$ cat config.mk
export PLATFORM = sky130hd
export DESIGN_NAME = gray_ptr_sync_cmp_flat
export DESIGN_NICKNAME = d
export VERILOG_FILES = /design/src/rtl/gray_ptr_sync_cmp_pkg.sv /design/src/rtl/gray_ptr_sync_cmp_if.sv /design/src/rtl/gray_ptr_sync_cmp_chk.sv /design/src/rtl/gray_ptr_sync_cmp_sync.sv /design/src/rtl/gray_ptr_sync_cmp.sv /design/src/flat_wrapper.sv
export SDC_FILE = /design/constraint.sdc
export NUM_CORES = 1
export LEC_CHECK = 0
export CAP_MARGIN = 40
export CORE_AREA = 5 5 54 56
export DETAILED_ROUTE_END_ITERATION = 16
export DIE_AREA = 0 0 59 61
export HOLD_SLACK_MARGIN = 0.06
export PLACE_DENSITY_LB_ADDON = 0.12
export SLEW_MARGIN = 25
export SYNTH_ARGS = -nofsm -noshare
export SYNTH_HDL_FRONTEND = slang
export SYNTH_SLANG_ARGS = --single-unit
$ cat constraint.sdc
create_clock -name i_clk -period 3.2 [get_ports i_clk]
set_clock_uncertainty 0.05 [all_clocks]
set_input_delay 0.64 -clock i_clk [delete_from_list [all_inputs] [get_ports i_clk]]
set_output_delay 0.64 -clock i_clk [all_outputs]
set_load 0.01 [all_outputs]
$ cat src/rtl/gray_ptr_sync_cmp_pkg.sv
// Shared pointer helpers for the async-FIFO pointer logic.
// Gray/binary conversions work on a wide word; callers zero-extend their
// pointer in and size-cast the result back, which is exact because the
// conversion of a zero-extended value leaves the upper bits at zero.
package gray_ptr_sync_cmp_pkg;

   // Which FIFO side an instance serves
   typedef enum logic [0:0] {
      SIDE_READ  = 1'b0,
      SIDE_WRITE = 1'b1
   } fifo_side_e;

   localparam int unsigned PTR_MAX_W = 32;

   typedef logic [PTR_MAX_W-1:0] ptr_word_t;

   // Gray to binary: each binary bit is the XOR of all Gray bits at or above it
   function automatic ptr_word_t gray2bin(input ptr_word_t gray);
      ptr_word_t bin;
      bin = gray;
      for (int i = int'(PTR_MAX_W) - 2; i >= 0; i--) begin
         bin[i] = bin[i+1] ^ gray[i];
      end
      return bin;
   endfunction

   // Binary to Gray: adjacent-bit XOR
   function automatic ptr_word_t bin2gray(input ptr_word_t bin);
      return bin ^ (bin >> 1);
   endfunction

endpackage

$ cat src/rtl/gray_ptr_sync_cmp_if.sv
// Bundle between the local FIFO pointer logic and the pointer-compare block.
// master: the local counter / FIFO control; slave: gray_ptr_sync_cmp.
interface gray_ptr_sync_cmp_if #(
   parameter int unsigned WIDTH = 5
);

   logic [WIDTH-1:0] i_remote_gray;       // remote Gray pointer, registered in the remote domain
   logic [WIDTH-1:0] i_local_bin;         // local binary pointer, current value
   logic [WIDTH-1:0] i_local_bin_next;    // local binary pointer, next value
   logic [WIDTH-1:0] i_almost_thresh;     // almost threshold, 0..DEPTH, quasi-static
   logic [WIDTH-1:0] o_remote_gray_sync;  // last synchronizer stage
   logic [WIDTH-1:0] ow_remote_bin_sync;  // binary of the synchronized pointer (combinational)
   logic [WIDTH-1:0] o_count;             // registered occupancy
   logic             o_flag;              // registered empty (read) / full (write)
   logic             o_almost;            // registered almost-empty / almost-full

   modport master (
      output i_remote_gray,
      output i_local_bin,
      output i_local_bin_next,
      output i_almost_thresh,
      input  o_remote_gray_sync,
      input  ow_remote_bin_sync,
      input  o_count,
      input  o_flag,
      input  o_almost
   );

   modport slave (
      input  i_remote_gray,
      input  i_local_bin,
      input  i_local_bin_next,
      input  i_almost_thresh,
      output o_remote_gray_sync,
      output ow_remote_bin_sync,
      output o_count,
      output o_flag,
      output o_almost
   );

endinterface

$ cat src/rtl/gray_ptr_sync_cmp_chk.sv
// Simulation-only protocol checks for gray_ptr_sync_cmp: things the RTL
// relies on but does not enforce.
module gray_ptr_sync_cmp_chk
   import gray_ptr_sync_cmp_pkg::*;
#(
   parameter int unsigned WIDTH       = 5,
   parameter int unsigned SYNC_STAGES = 3
) (
   input logic             i_clk,
   input logic             i_rst_n,
   input logic [WIDTH-1:0] i_remote_gray,
   input logic [WIDTH-1:0] i_local_bin,
   input logic [WIDTH-1:0] i_local_bin_next,
   input logic [WIDTH-1:0] i_gray_sync,
   input logic [WIDTH-1:0] i_bin_sync,
   input logic [WIDTH-1:0] i_count_d
);

   localparam logic [WIDTH-1:0] DEPTH    = {1'b1, {(WIDTH-1){1'b0}}};
   localparam logic [WIDTH-1:0] STEP_MAX = {{(WIDTH-1){1'b0}}, 1'b1};

   logic [WIDTH-1:0] local_step_s;

   assign local_step_s = i_local_bin_next - i_local_bin;

   if (WIDTH < 2) begin : g_bad_width
      $error("gray_ptr_sync_cmp: WIDTH must be at least 2");
   end
   if (SYNC_STAGES < 2) begin : g_bad_stages
      $error("gray_ptr_sync_cmp: SYNC_STAGES must be at least 2");
   end

   // A Gray pointer may only move by one code per local cycle
   a_remote_gray_one_bit : assert property (
      @(posedge i_clk) disable iff (!i_rst_n)
      $onehot0(i_remote_gray ^ $past(i_remote_gray)));

   // The local counter advances by zero or one
   a_local_step : assert property (
      @(posedge i_clk) disable iff (!i_rst_n)
      local_step_s <= STEP_MAX);

   // Occupancy never exceeds the FIFO depth
   a_count_range : assert property (
      @(posedge i_clk) disable iff (!i_rst_n)
      i_count_d <= DEPTH);

   // Converted binary must map back to the synchronized Gray code
   a_conv_roundtrip : assert property (
      @(posedge i_clk) disable iff (!i_rst_n)
      WIDTH'(bin2gray(ptr_word_t'(i_bin_sync))) == i_gray_sync);

endmodule

$ cat src/rtl/gray_ptr_sync_cmp_sync.sv
// sync_n_dff_arn: plain N-deep flop chain with async active-low reset.
// Meant for Gray-coded or otherwise single-bit-change buses crossing clock
// domains; nothing sits between stages so every stage gets a full cycle to
// resolve metastability.
module sync_n_dff_arn #(
   parameter int unsigned WIDTH  = 5,
   parameter int unsigned STAGES = 3
) (
   input  logic             i_clk,
   input  logic             i_rst_n,
   input  logic [WIDTH-1:0] i_d,
   output logic [WIDTH-1:0] o_q
);

   logic [STAGES-1:0][WIDTH-1:0] stage_d;
   logic [STAGES-1:0][WIDTH-1:0] stage_q;

   // Next chain state: first stage samples the input, others copy the previous stage
   always_comb begin
      stage_d    = stage_q;
      stage_d[0] = i_d;
      for (int s = 1; s < int'(STAGES); s++) begin
         stage_d[s] = stage_q[s-1];
      end
   end

   // Synchronizer flops, cleared asynchronously
   always_ff @(posedge i_clk or negedge i_rst_n) begin
      if (!i_rst_n) begin
         stage_q <= '0;
      end else begin
         stage_q <= stage_d;
      end
   end

   assign o_q = stage_q[STAGES-1];

endmodule

$ cat src/rtl/gray_ptr_sync_cmp.sv
// gray_ptr_sync_cmp: async-FIFO pointer consumer.
// Brings the remote Gray pointer into the local domain, converts it to
// binary and compares it against the local *next* pointer, so the flags
// move on the same edge as the local pointer. The synchronizer only makes
// the remote pointer look older, so empty/full can clear late, never early.
module gray_ptr_sync_cmp
   import gray_ptr_sync_cmp_pkg::*;
#(
   parameter int unsigned WIDTH       = 5,
   parameter int unsigned SYNC_STAGES = 3,
   parameter bit          WRITE_SIDE  = 1'b0
) (
   input logic                 i_clk,
   input logic                 i_rst_n,
   gray_ptr_sync_cmp_if.slave  bus
);

   localparam fifo_side_e       SIDE     = (WRITE_SIDE != 1'b0) ? SIDE_WRITE : SIDE_READ;
   localparam logic [WIDTH-1:0] DEPTH    = {1'b1, {(WIDTH-1){1'b0}}};
   // Read side comes out of reset empty; write side comes out not full
   localparam logic             FLAG_RST = (SIDE == SIDE_READ) ? 1'b1 : 1'b0;

   logic [WIDTH-1:0] rem_gray_sync_s;
   logic [WIDTH-1:0] rem_bin_sync_s;
   logic [WIDTH-1:0] local_next_s;

   logic [WIDTH-1:0] count_d;
   logic [WIDTH-1:0] count_q;
   logic             flag_d;
   logic             flag_q;
   logic             almost_d;
   logic             almost_q;

   sync_n_dff_arn #(
      .WIDTH  (WIDTH),
      .STAGES (SYNC_STAGES)
   ) u_sync (
      .i_clk   (i_clk),
      .i_rst_n (i_rst_n),
      .i_d     (bus.i_remote_gray),
      .o_q     (rem_gray_sync_s)
   );

   // Binary view of the synchronized remote pointer
   always_comb begin
      rem_bin_sync_s = WIDTH'(gray2bin(ptr_word_t'(rem_gray_sync_s)));
   end

   // Occupancy and flag terms; all subtraction wraps modulo 2**WIDTH
   always_comb begin
      local_next_s = bus.i_local_bin_next;
      count_d      = '0;
      flag_d       = FLAG_RST;
      almost_d     = FLAG_RST;
      case (SIDE)
         SIDE_WRITE: begin
            // Same low bits but opposite wrap bit: writer is a full lap ahead
            count_d  = local_next_s - rem_bin_sync_s;
            flag_d   = (local_next_s[WIDTH-1] != rem_bin_sync_s[WIDTH-1]) &&
                       (local_next_s[WIDTH-2:0] == rem_bin_sync_s[WIDTH-2:0]);
            almost_d = (count_d >= (DEPTH - bus.i_almost_thresh));
         end
         SIDE_READ: begin
            count_d  = rem_bin_sync_s - local_next_s;
            flag_d   = (local_next_s == rem_bin_sync_s);
            almost_d = (count_d <= bus.i_almost_thresh);
         end
         default: begin
            count_d  = '0;
            flag_d   = FLAG_RST;
            almost_d = FLAG_RST;
         end
      endcase
   end

   // Output registers; reset drops to the side's idle state immediately
   always_ff @(posedge i_clk or negedge i_rst_n) begin
      if (!i_rst_n) begin
         count_q  <= '0;
         flag_q   <= FLAG_RST;
         almost_q <= FLAG_RST;
      end else begin
         count_q  <= count_d;
         flag_q   <= flag_d;
         almost_q <= almost_d;
      end
   end

   assign bus.o_remote_gray_sync = rem_gray_sync_s;
   assign bus.ow_remote_bin_sync = rem_bin_sync_s;
   assign bus.o_count            = count_q;
   assign bus.o_flag             = flag_q;
   assign bus.o_almost           = almost_q;

`ifndef SYNTHESIS
   gray_ptr_sync_cmp_chk #(
      .WIDTH       (WIDTH),
      .SYNC_STAGES (SYNC_STAGES)
   ) u_chk (
      .i_clk            (i_clk),
      .i_rst_n          (i_rst_n),
      .i_remote_gray    (bus.i_remote_gray),
      .i_local_bin      (bus.i_local_bin),
      .i_local_bin_next (bus.i_local_bin_next),
      .i_gray_sync      (rem_gray_sync_s),
      .i_bin_sync       (rem_bin_sync_s),
      .i_count_d        (count_d)
   );
`endif

endmodule

$ cat src/flat_wrapper.sv
// flat-port wrapper written by rule: the top's interface ports become plain ports
module gray_ptr_sync_cmp_flat import gray_ptr_sync_cmp_pkg::*;
#(
   parameter int unsigned WIDTH       = 5,
   parameter int unsigned SYNC_STAGES = 3,
   parameter bit          WRITE_SIDE  = 1'b0
)
  (i_clk, i_rst_n, bus_i_remote_gray, bus_i_local_bin, bus_i_local_bin_next, bus_i_almost_thresh, bus_o_remote_gray_sync, bus_ow_remote_bin_sync, bus_o_count, bus_o_flag, bus_o_almost);
  gray_ptr_sync_cmp_if #(.WIDTH(WIDTH)) bus_i ();
  input logic i_clk;
  input logic i_rst_n;
  input wire logic [$bits(bus_i.i_remote_gray)-1:0] bus_i_remote_gray;
  input wire logic [$bits(bus_i.i_local_bin)-1:0] bus_i_local_bin;
  input wire logic [$bits(bus_i.i_local_bin_next)-1:0] bus_i_local_bin_next;
  input wire logic [$bits(bus_i.i_almost_thresh)-1:0] bus_i_almost_thresh;
  output wire logic [$bits(bus_i.o_remote_gray_sync)-1:0] bus_o_remote_gray_sync;
  output wire logic [$bits(bus_i.ow_remote_bin_sync)-1:0] bus_ow_remote_bin_sync;
  output wire logic [$bits(bus_i.o_count)-1:0] bus_o_count;
  output wire logic [$bits(bus_i.o_flag)-1:0] bus_o_flag;
  output wire logic [$bits(bus_i.o_almost)-1:0] bus_o_almost;
  assign bus_i.i_remote_gray = bus_i_remote_gray;
  assign bus_i.i_local_bin = bus_i_local_bin;
  assign bus_i.i_local_bin_next = bus_i_local_bin_next;
  assign bus_i.i_almost_thresh = bus_i_almost_thresh;
  assign bus_o_remote_gray_sync = bus_i.o_remote_gray_sync;
  assign bus_ow_remote_bin_sync = bus_i.ow_remote_bin_sync;
  assign bus_o_count = bus_i.o_count;
  assign bus_o_flag = bus_i.o_flag;
  assign bus_o_almost = bus_i.o_almost;
  gray_ptr_sync_cmp #(.WIDTH(WIDTH), .SYNC_STAGES(SYNC_STAGES), .WRITE_SIDE(WRITE_SIDE)) u_core (.i_clk(i_clk), .i_rst_n(i_rst_n), .bus(bus_i));
endmodule
==> results of run 1 <==
## flip-flops by register name, summed over array words and instances (netlist names)
| signal | flops |
|---|---|
| u_core.u_sync.stage_d | 10 |
| u_core.bus.o_count | 5 |
| u_core.u_sync.o_q | 5 |
| u_core.bus.o_almost | 1 |
| u_core.bus.o_flag | 1 |
## path summary, 6_finish.rpt
check | endpoint | cells after the start
setup reg to reg | u_core.bus.o_almost | 13
hold / removal | u_core.u_sync.o_q[0] | 0
hold reg to reg | u_core.u_sync.o_q[0] | 0
max in group asynchronous | u_core.bus.o_almost | 3
min in group asynchronous | u_core.bus.o_count[2] | 1
setup / recovery | u_core.bus.o_almost | 13
## worst register-to-register path, cell delays in order (launching register included)
cell,delay (ns)
dfrtp_1,0.45
xor2_2,0.25
xnor2_2,0.17
xor2_2,0.18
xor2_1,0.09
ha_1,0.24
fa_1,0.41
inv_1,0.07
a21o_1,0.11
a21oi_1,0.07
xor2_1,0.16
ha_1,0.31
nand4_1,0.09
o221ai_1,0.19
## cell usage after synthesis (2+ instances only)
library cell  instances
dfrtp_1              20
dfstp_2               2
xnor2_1               3
nand4_1               2
a21oi_1               3
xor2_1                3
ha_1                  9
xor2_2                2
a21o_1                2
inv_1                15
## per-layer routing
| layer | track usage (%) | up-vias | share of wire [%] |
|---|---|---|---|
| li1 | - | 292 | - |
| met3 | 2.553 | 2 | 6.8 |
| met2 | 16.40 | 19 | 51 |
| met1 | 11.41 | 296 | 41 |
| met5 | 0 | - | 0 |
| met4 | 3.883 | 0 | 1.3 |
## power groups by stage
stage               clock [uW]  combinational (uW)  sequential [uW]
floorplan                    0                 123              358
CTS                        157                 287              335
finish                     151                 280              334
global placement             0                 280              339
detailed placement           0                 286              340
global route               163                 312              338
## cell type report
class | instances | share of cell area, %
clock buffer | 4 | 2.698
inverter | 15 | 4.186
multi-input combinational | 31 | 22.70
sequential | 22 | 41.12
tap | 30 | 2.791
timing repair buffer | 36 | 26.51
## cell usage in the layout (no fill, tap or decap), types with 2 or more instances in the layout
cell and n:
a21o_1 2, a21oi_1 3, buf_4 2, clkbuf_4 3
clkdlybuf4s50_1 33, dfrtp_1 20, dfstp_2 2, ha_1 9
inv_1 15, nand4_1 2, xnor2_1 3, xor2_1 3
xor2_2 2
## kinds of logic (layout without fill, tap and decap cells)
kind of cell | count (synthesis) | in the layout | synth area share (%)
AOI/OAI and AO/OA | 8 | 8 | 5.562
and+or+nand+nor | 4 | 4 | 2.170
adders and majority gates | 10 | 10 | 14.38
xor gates and xnor gates | 9 | 9 | 10.99
buffers and inverters | 16 | 55 | 6.920
DFF | 22 | 22 | 59.97
## through the flow
step           util [%]  setup slack, ns
4_1_cts           56.34           0.2100
6_report          56.34           0.2769
5_1_grt           56.34          0.01221
3_3_place_gp      54.35           0.2892
2_1_floorplan         -           0.2728
3_5_place_dp      54.82           0.2408
==> impl_metrics.csv, run 1 <==
group,metric,value,unit
synth,synth-seq-cells,22,
synth,ys.flop_type,"dfrtp_1",
placed_design,place_area,1309,um^2
clock_network,clkTransAtPathRegs,0.12,ns
global_routing,grt_use_total,9.560,%
finish,area_growth,45.86,%
synth,synth_cells,69,
power,swShare,28.44,%
worst_setup_path,path_cells,"xor2_2, xnor2_2, xor2_2, xor2_1, ha_1, fa_1, inv_1, a21o_1, a21oi_1, xor2_1, ha_1, nand4_1, o221ai_1",
finish,fillers,226,
synth,synth.largest_area_cell,"dfrtp_1",
worst_setup_path,startpoint,"u_core.u_sync.o_q[4]",
global_routing,grt_max_degree,17,
timing,worst_pin_slew,0.3343,ns
global_routing,grt_pass1_wl,2504,um
worst_setup_path,endpoint_kind,"register",
timing,min_period_over_period,91.35,%
synth,synthArstFlopShare,100.0,%
timing,fmax,342.1,MHz
power,power_density,569.0,nW/um^2
finish,antenna_cells,0,
synth,seq_area_frac_synth,59.97,%
die,die_area,3599,um^2
finish,multi_input_area,305.3,um^2
synth,synthTopCellsByArea,"dfrtp_1, ha_1, inv_1, dfstp_2, xor2_2",
global_routing,antenna_found_initial,0,
worst_setup_path,cp_max_fo,4,
drt,drc_errors,0,
worst_setup_path,startpoint_type,"register",
finish,seq_area,553.0,um^2
timing,fin_crit,2.923,ns
power,seqPwrFrac,43.6,%
worst_setup_path,path_class,"reg2reg",
die,pin_count,39,
worst_setup_path,cpMaxStageDelayCell,"dfrtp_1",
synth,synth_edf_count,0,
worst_setup_path,critPathRequiredTime,3.37,ns
clock_network,hold_buffers,0,
drt,ant_nets,0,
placed_design,port_buffers,33,
power,p_sw,217.6,uW
clock_network,clk_latency,0.31,ns
placed_design,place_congestion,0.6844,
worst_setup_path,reg2reg_slack,0.28,ns
power,comb_power_share,36.6,%
worst_setup_path,path_delay_family,"adder cells",
die,chipWidth,59,um
timing,finalHoldViolations,0,
drt,wire_per_inst,11.31,um
clock_network,cts_setup_buffers,0,
timing,relSlewSlack,77.64,%
clock_network,ctsRootBufferMaster,"clkbuf_4",
clock_network,cts_tree,"yes",
min_path,min_from,"u_core.u_sync.stage_d[10]",
synth,synthDominantCellAreaShare,54.27,%
clock_network,cts.repair.resized,0,
clock_network,htree_levels,1,
global_routing,grt_pass1_vias,591,
timing,finalSetupViolCount,0,
finish,nets,141,
die,core-area,2387,um^2
synth,yosys_warnings,0,
die,chipHeight,61,um
synth,yosysUniqueCellTypes,18,
worst_setup_path,r2r-start,"u_core.u_sync.o_q[4]",
timing,whs,0.3104,ns
die,initial_core_util,38.63,%
global_routing,grt-ovfl-total,0,
clock_network,cts.sinks,22,
power,internal_power,547.7,uW
finish,fin_cells,138,
drt,dr.pass1.iters,2,
timing,final_max_slew_viol_count,0,
drt,via_per_inst,4.413,
clock_network,clockBufferDepth,2,
power,totalPowerFinal,765.3,uW
power,ir_drop,0.0003895,V
timing,tns,0,ns
drt,routed_wl,1561,um
worst_setup_path,slowest_delay,0.45,ns
placed_design,dp_cells,134,
worst_setup_path,worstPathArrival,3.10,ns
placed_design,place_hpwl,1327,um
drt,vias,609,
clock_network,cts_buffers,3,
flow_run,max-cap-violations,0,
power,p_leak,0.0006360,uW
finish,fin_area,1345,um^2
min_path,min_path_type,"reg2reg",
drt,detail_route.iter0.violations,6,
synth,synth_area,922.1,um^2
outcome,status,"finished clean",
finish,drive_gt1_share,11.11,%
timing,rsz0062_at_grt,"no",
synth,synth.avg_cell_area,13.36,um^2
synth,syn_nets,101,
power,power_frac_clock,19.8,%
die,rows,18,
worst_setup_path,crit_buf_inv,1,
No activity file was read; power rests on OpenSTA's default activity.
==> inputs of run 2 (changes only) <==
--- a/config.mk
+++ b/config.mk
@@ -6,9 +6,10 @@
 export NUM_CORES = 1
 export LEC_CHECK = 0
 export CAP_MARGIN = 40
-export CORE_AREA = 5 5 54 56
+export CORE_AREA = 5 5 49 51
 export DETAILED_ROUTE_END_ITERATION = 16
-export DIE_AREA = 0 0 59 61
+export DIE_AREA = 0 0 54 56
+export DONT_BUFFER_PORTS = 1
 export HOLD_SLACK_MARGIN = 0.06
 export PLACE_DENSITY_LB_ADDON = 0.12
 export SLEW_MARGIN = 25
==> run 2 against run 1 <==
Compared with the run above:
- design area shrank 22%
- critical path depth is the same
- hold slack worse by 0.19 ns
- register-to-register slack improved by 0.03 ns
- critical endpoint unchanged
- largest power group unchanged
- highest routed layer unchanged
==> impl_metrics.csv, run 2 (synthesis results as in run 1) <==
group,metric,value,unit
outcome,status,"finished clean",
timing,fin_crit,2.890,ns
clock_network,hold_buffers,1,
worst_setup_path,critPathRequiredTime,3.37,ns
worst_setup_path,path_class,"reg2reg",
clock_network,cts.sinks,22,
worst_setup_path,worstPathArrival,3.06,ns
worst_setup_path,regToRegEndpoint,"u_core.bus.o_almost",
global_routing,antenna_found_initial,0,
power,ir_drop,0.0003539,V
global_routing,grt_pass1_wl,2401,um
flow_run,max-cap-violations,0,
clock_network,ctsRootBufferMaster,"clkbuf_4",
clock_network,htree_levels,1,
clock_network,cts_setup_buffers,0,
die,rows,16,
die,chipWidth,54,um
global_routing,grt_max_degree,21,
finish,layout_common_cells,"dfrtp_1, inv_1, ha_1, buf_4",
drt,ant_nets,0,
finish,fillers,176,
die,pin_count,39,
timing,finalSetupViolCount,0,
timing,rsz0062_at_grt,"no",
timing,fmax,346.0,MHz
worst_setup_path,crit_buf_inv,2,
die,chipHeight,56,um
clock_network,clockBufferDepth,2,
finish,largest_reg_flops,10,
timing,min_period_over_period,90.31,%
finish,mostFrequentLayoutCell,"dfrtp_1",
global_routing,grt-ovfl-total,0,
clock_network,clkTransAtPathRegs,0.11,ns
clock_network,cts.repair.resized,0,
drt,wire_per_inst,14.02,um
power,totalPowerFinal,728.9,uW
drt,routed_wl,1472,um
timing,finalHoldViolations,0,
worst_setup_path,startpoint_type,"register",
die,core-area,1902,um^2
finish,antenna_cells,0,
die,die_area,3024,um^2
drt,drc_errors,0,
finish,area_growth,14.11,%
worst_setup_path,endpoint_kind,"register",
timing,relSlewSlack,81.27,%
worst_setup_path,path_delay_family,"XOR/XNOR gates",
clock_network,clk_latency,0.29,ns
finish,drive_gt1_share,17.95,%
worst_setup_path,reg2reg_slack,0.31,ns
drt,via_per_inst,4.810,
worst_setup_path,cpMaxStageDelayCell,"dfrtp_1",
global_routing,grt_pass1_vias,545,
clock_network,cts_tree,"yes",
worst_setup_path,slowest_delay,0.46,ns
timing,worst_pin_slew,0.2790,ns
finish,nets,111,
placed_design,place_congestion,0.7185,
die,initial_core_util,48.49,%
timing,final_max_slew_viol_count,0,
drt,dr.pass1.iters,2,
worst_setup_path,cp_max_fo,3,
drt,detail_route.iter0.violations,2,
clock_network,cts_buffers,3,
placed_design,port_buffers,0,
power,power_density,692.7,nW/um^2
worst_setup_path,r2r-start,"u_core.u_sync.o_q[3]",
placed_design,place_hpwl,1214,um
global_routing,grt_use_total,11.26,%
timing,whs,0.1166,ns
power,p_leak,0.0005279,uW
worst_setup_path,reg2reg_depth,13,
min_path,min_path_type,"in2async",
drt,vias,505,
worst_setup_path,path_cells,"xor2_2, xnor2_2, xor2_2, buf_4, inv_1, ha_1, a21o_1, a21oi_1, xnor2_1, ha_1, a211oi_1, o21ai_0, o221ai_1",
timing,tns,0,ns
-- run 2: how the worst max path moves through the flow --
stage                    startpoint                  end  cells after the start
2_1_floorplan  u_core.u_sync.o_q[4]  u_core.bus.o_almost                     13
3_3_place_gp   u_core.u_sync.o_q[3]  u_core.bus.o_almost                     14
3_5_place_dp   u_core.u_sync.o_q[3]  u_core.bus.o_almost                     13
4_1_cts        u_core.u_sync.o_q[3]  u_core.bus.o_almost                     13
5_1_grt        u_core.u_sync.o_q[3]  u_core.bus.o_almost                     14
6_report       u_core.u_sync.o_q[3]  u_core.bus.o_almost                     13
-- run 2: metal layers --
layer  up-vias  share of wire [%]  global-route usage (%)
met5         -                  0                       0
met1       250                 35                   12.67
met3         2                 11                   4.558
met2        17                 53                   18.51
met4         0               0.75                   4.270
li1        236                  -                       -
-- run 2: where the power goes --
part / leakage, uW / internal, uW / total, uW / switching (uW)
Sequential: 0.000254 / 323 / 356 / 33.2
Combinational: 0.000246 / 75.3 / 169 / 93.4
Clock: 0.0000279 / 126 / 204 / 77.7
Total: 0.000528 / 524 / 729 / 204
-- run 2: worst reg2reg max path: stages (launching register included) --
cell and delay, ns:
dfrtp_1 0.46, xor2_2 0.19, xnor2_2 0.21, xor2_2 0.19
buf_4 0.16, inv_1 0.06, ha_1 0.28, a21o_1 0.16
a21oi_1 0.17, xnor2_1 0.18, ha_1 0.31, a211oi_1 0.21
o21ai_0 0.12, o221ai_1 0.09
-- run 2: metrics by stage --
| stage | area, um^2 | setup WS, ns | std cells | util (%) |
|---|---|---|---|---|
| 6_report | 1052 | 0.3100 | 105 | 55.33 |
| 5_1_grt | 1052 | 0.01170 | 105 | 55.33 |
| 4_1_cts | 1041 | 0.2530 | 104 | 54.74 |
| 3_5_place_dp | 978.4 | 0.2988 | 99 | 51.45 |
| 3_3_place_gp | 978.4 | 0.3125 | 99 | 51.45 |
| 2_1_floorplan | 922.1 | 0.2728 | 69 | - |
-- run 2: area by class of cell --
class | instances | area [um^2] | share of cell area (%)
tap | 27 | 33.78 | 3.210
multi-input combinational | 31 | 305.3 | 29.01
clock buffer | 3 | 22.52 | 2.140
clock inverter | 1 | 30.03 | 2.854
sequential | 22 | 553.0 | 52.56
timing repair buffer | 6 | 51.30 | 4.875
inverter | 15 | 56.30 | 5.351
==> inputs of run 3 (changes only) <==
==> constraint.sdc (replaced) <==
create_clock -name i_clk -period 2.77 [get_ports i_clk]
set_clock_uncertainty 0.05 [all_clocks]
set_input_delay 0.554 -clock i_clk [delete_from_list [all_inputs] [get_ports i_clk]]
set_output_delay 0.554 -clock i_clk [all_outputs]
set_load 0.01 [all_outputs]
==> run 3 against run 2 <==
Compared with the run above:
- the flow now finishes with violations (negative setup slack)
- sequential cell count unchanged
- maximum frequency increased by 0.96%
- global-route usage decreased by 0.71 points
- count of clock-buffer cells in the layout unchanged
- sequential power increased by 15%
- critical path depth unchanged
- die area unchanged
- largest cell class unchanged
- highest routed layer unchanged
==> impl_metrics.csv, run 3 (synthesis results as in run 1) <==
group,metric,value,unit
worst_setup_path,path_class,"reg2reg",
finish,mostFrequentLayoutCell,"dfrtp_1",
timing,final_max_slew_viol_count,0,
timing,fmax,349.4,MHz
worst_setup_path,startpoint_type,"register",
timing,worst_pin_slew,0.4706,ns
outcome,violations,"negative setup slack",
drt,routed_wl,1499,um
outcome,status,"complete, but fails checks",
placed_design,place_congestion,0.7660,
clock_network,htree_levels,1,
finish,fillers,142,
die,initial_core_util,48.49,%
drt,detail_route.iter0.violations,5,
drt,wire_per_inst,13.03,um
timing,relSlewSlack,68.62,%
placed_design,port_buffers,0,
finish,nets,121,
clock_network,cts_buffers,3,
placed_design,dp_cells,104,
drt,vias,515,
global_routing,gr-usage-met1,12.48,%
clock_network,clockBufferDepth,2,
timing,finalHoldViolations,0,
timing,rsz0062_at_grt,"yes",
finish,antenna_cells,0,
worst_setup_path,cp_max_fo,3,
clock_network,clkTransAtPathRegs,0.12,ns
timing,tns,-0.09244,ns
finish,largest_reg_flops,10,
die,chipWidth,54,um
timing,min_period_over_period,103.3,%
global_routing,grt_max_degree,23,
global_routing,antenna_found_initial,0,
finish,finalCoreUtilization,61.12,%
power,p_leak,0.0005746,uW
global_routing,grt_pass1_wl,2311,um
die,core-area,1902,um^2
die,pin_count,39,
timing,whs,0.1378,ns
min_path,min_path_type,"in2async",
finish,area_growth,26.05,%
finish,fin_cells,115,
worst_setup_path,endpoint_kind,"register",
timing,fin_ws,-0.09244,ns
die,die_area,3024,um^2
power,ir_drop,0.0004526,V
die,rows,16,
clock_network,clk_latency,0.30,ns
clock_network,cts.sinks,22,
timing,fin_crit,2.862,ns
global_routing,gr-usage-met3,4.290,%
worst_setup_path,worstPathArrival,3.04,ns
drt,ant_nets,0,
placed_design,place_hpwl,1126,um
drt,via_per_inst,4.478,
global_routing,top_usage_layer,"met2",
global_routing,grt_pass1_vias,516,
finish,fin_area,1162,um^2
placed_design,place_area,1026,um^2
die,chipHeight,56,um
global_routing,grtUsageMet2,17.13,%
finish,layout_common_cells,"dfrtp_1, inv_1, buf_4, ha_1",
finish,drive_gt1_share,38.64,%
global_routing,grt_use_total,10.55,%
global_routing,grt-ovfl-total,0,
flow_run,max-cap-violations,0,
worst_setup_path,critPathRequiredTime,2.95,ns
drt,dr.pass1.iters,4,
power,power_density,785.1,nW/um^2
clock_network,ctsRootBufferMaster,"clkbuf_4",
drt,drc_errors,0,
timing,finalSetupViolCount,1,
clock_network,cts_tree,"yes",
run 3: cell count changes in the layout (fill, tap and decap cells not counted), moves of 2 or more:
cell	delta
buf_4	+10
a21oi_2	+2
a21oi_1	-2
ha_1	-2
run 3: what timing repair did:
action,in CTS,in global routing
setup endpoints to repair,1,1
buffers inserted,3,3
endpoints found under the hold margin,22,0
pin swaps,7,13
hold buffers,1,0
gates resized for setup,4,4
run 3: area by class of cell:
type | count | area, um^2 | share of cell area (%)
timing repair buffer | 16 | 121.4 | 10.44
tap | 27 | 33.78 | 2.906
clock inverter | 1 | 30.03 | 2.583
multi-input combinational | 31 | 344.1 | 29.60
sequential | 22 | 554.3 | 47.69
inverter | 15 | 56.30 | 4.844
clock buffer | 3 | 22.52 | 1.938
run 3: where the power goes:
part	switching (uW)	internal, uW
clock network	92.6	146
logic	129	134
registers	37.3	373
total	259	653
run 3: critical path, stage by stage (launching register included):
cell	delay, ns
dfrtp_2	0.44
xor2_2	0.20
xnor2_2	0.24
xor2_2	0.24
xor2_1	0.18
ha_2	0.22
fa_2	0.22
inv_2	0.03
a21o_1	0.15
a21oi_2	0.18
xor2_2	0.24
ha_4	0.24
nand4_1	0.08
o221ai_2	0.09
run 3: worst paths after layout:
kind | start | end | slack, ns | depth (start not counted)
hold reg to reg | u_core.u_sync.stage_d[5] | u_core.u_sync.stage_d[10] | 0.31 | 0
min in group i_clk | bus_i_remote_gray[3] | u_core.u_sync.stage_d[8] | 0.22 | 0
setup reg to reg | u_core.u_sync.o_q[4] | u_core.bus.o_almost | -0.09 | 13
max in group asynchronous | i_rst_n | u_core.bus.o_almost | 2.18 | 1
setup / recovery | u_core.u_sync.o_q[4] | u_core.bus.o_almost | -0.09 | 13
hold / removal | i_rst_n | u_core.u_sync.o_q[2] | 0.14 | 1
run 3: layer usage:
metal	wire length (um)	vias up
li1	-	252
met1	567	242
met2	778	19
met3	143	2
met4	10	0
met5	0	-
run 3: stage by stage:
step	power (uW)	setup slack (ns)
6_report	912.5	-0.09244
5_1_grt	974.5	-0.2692
4_1_cts	896.5	-0.05385
3_5_place_dp	624.7	-0.1033
3_3_place_gp	620.3	-0.1062
2_1_floorplan	560.1	-0.07790
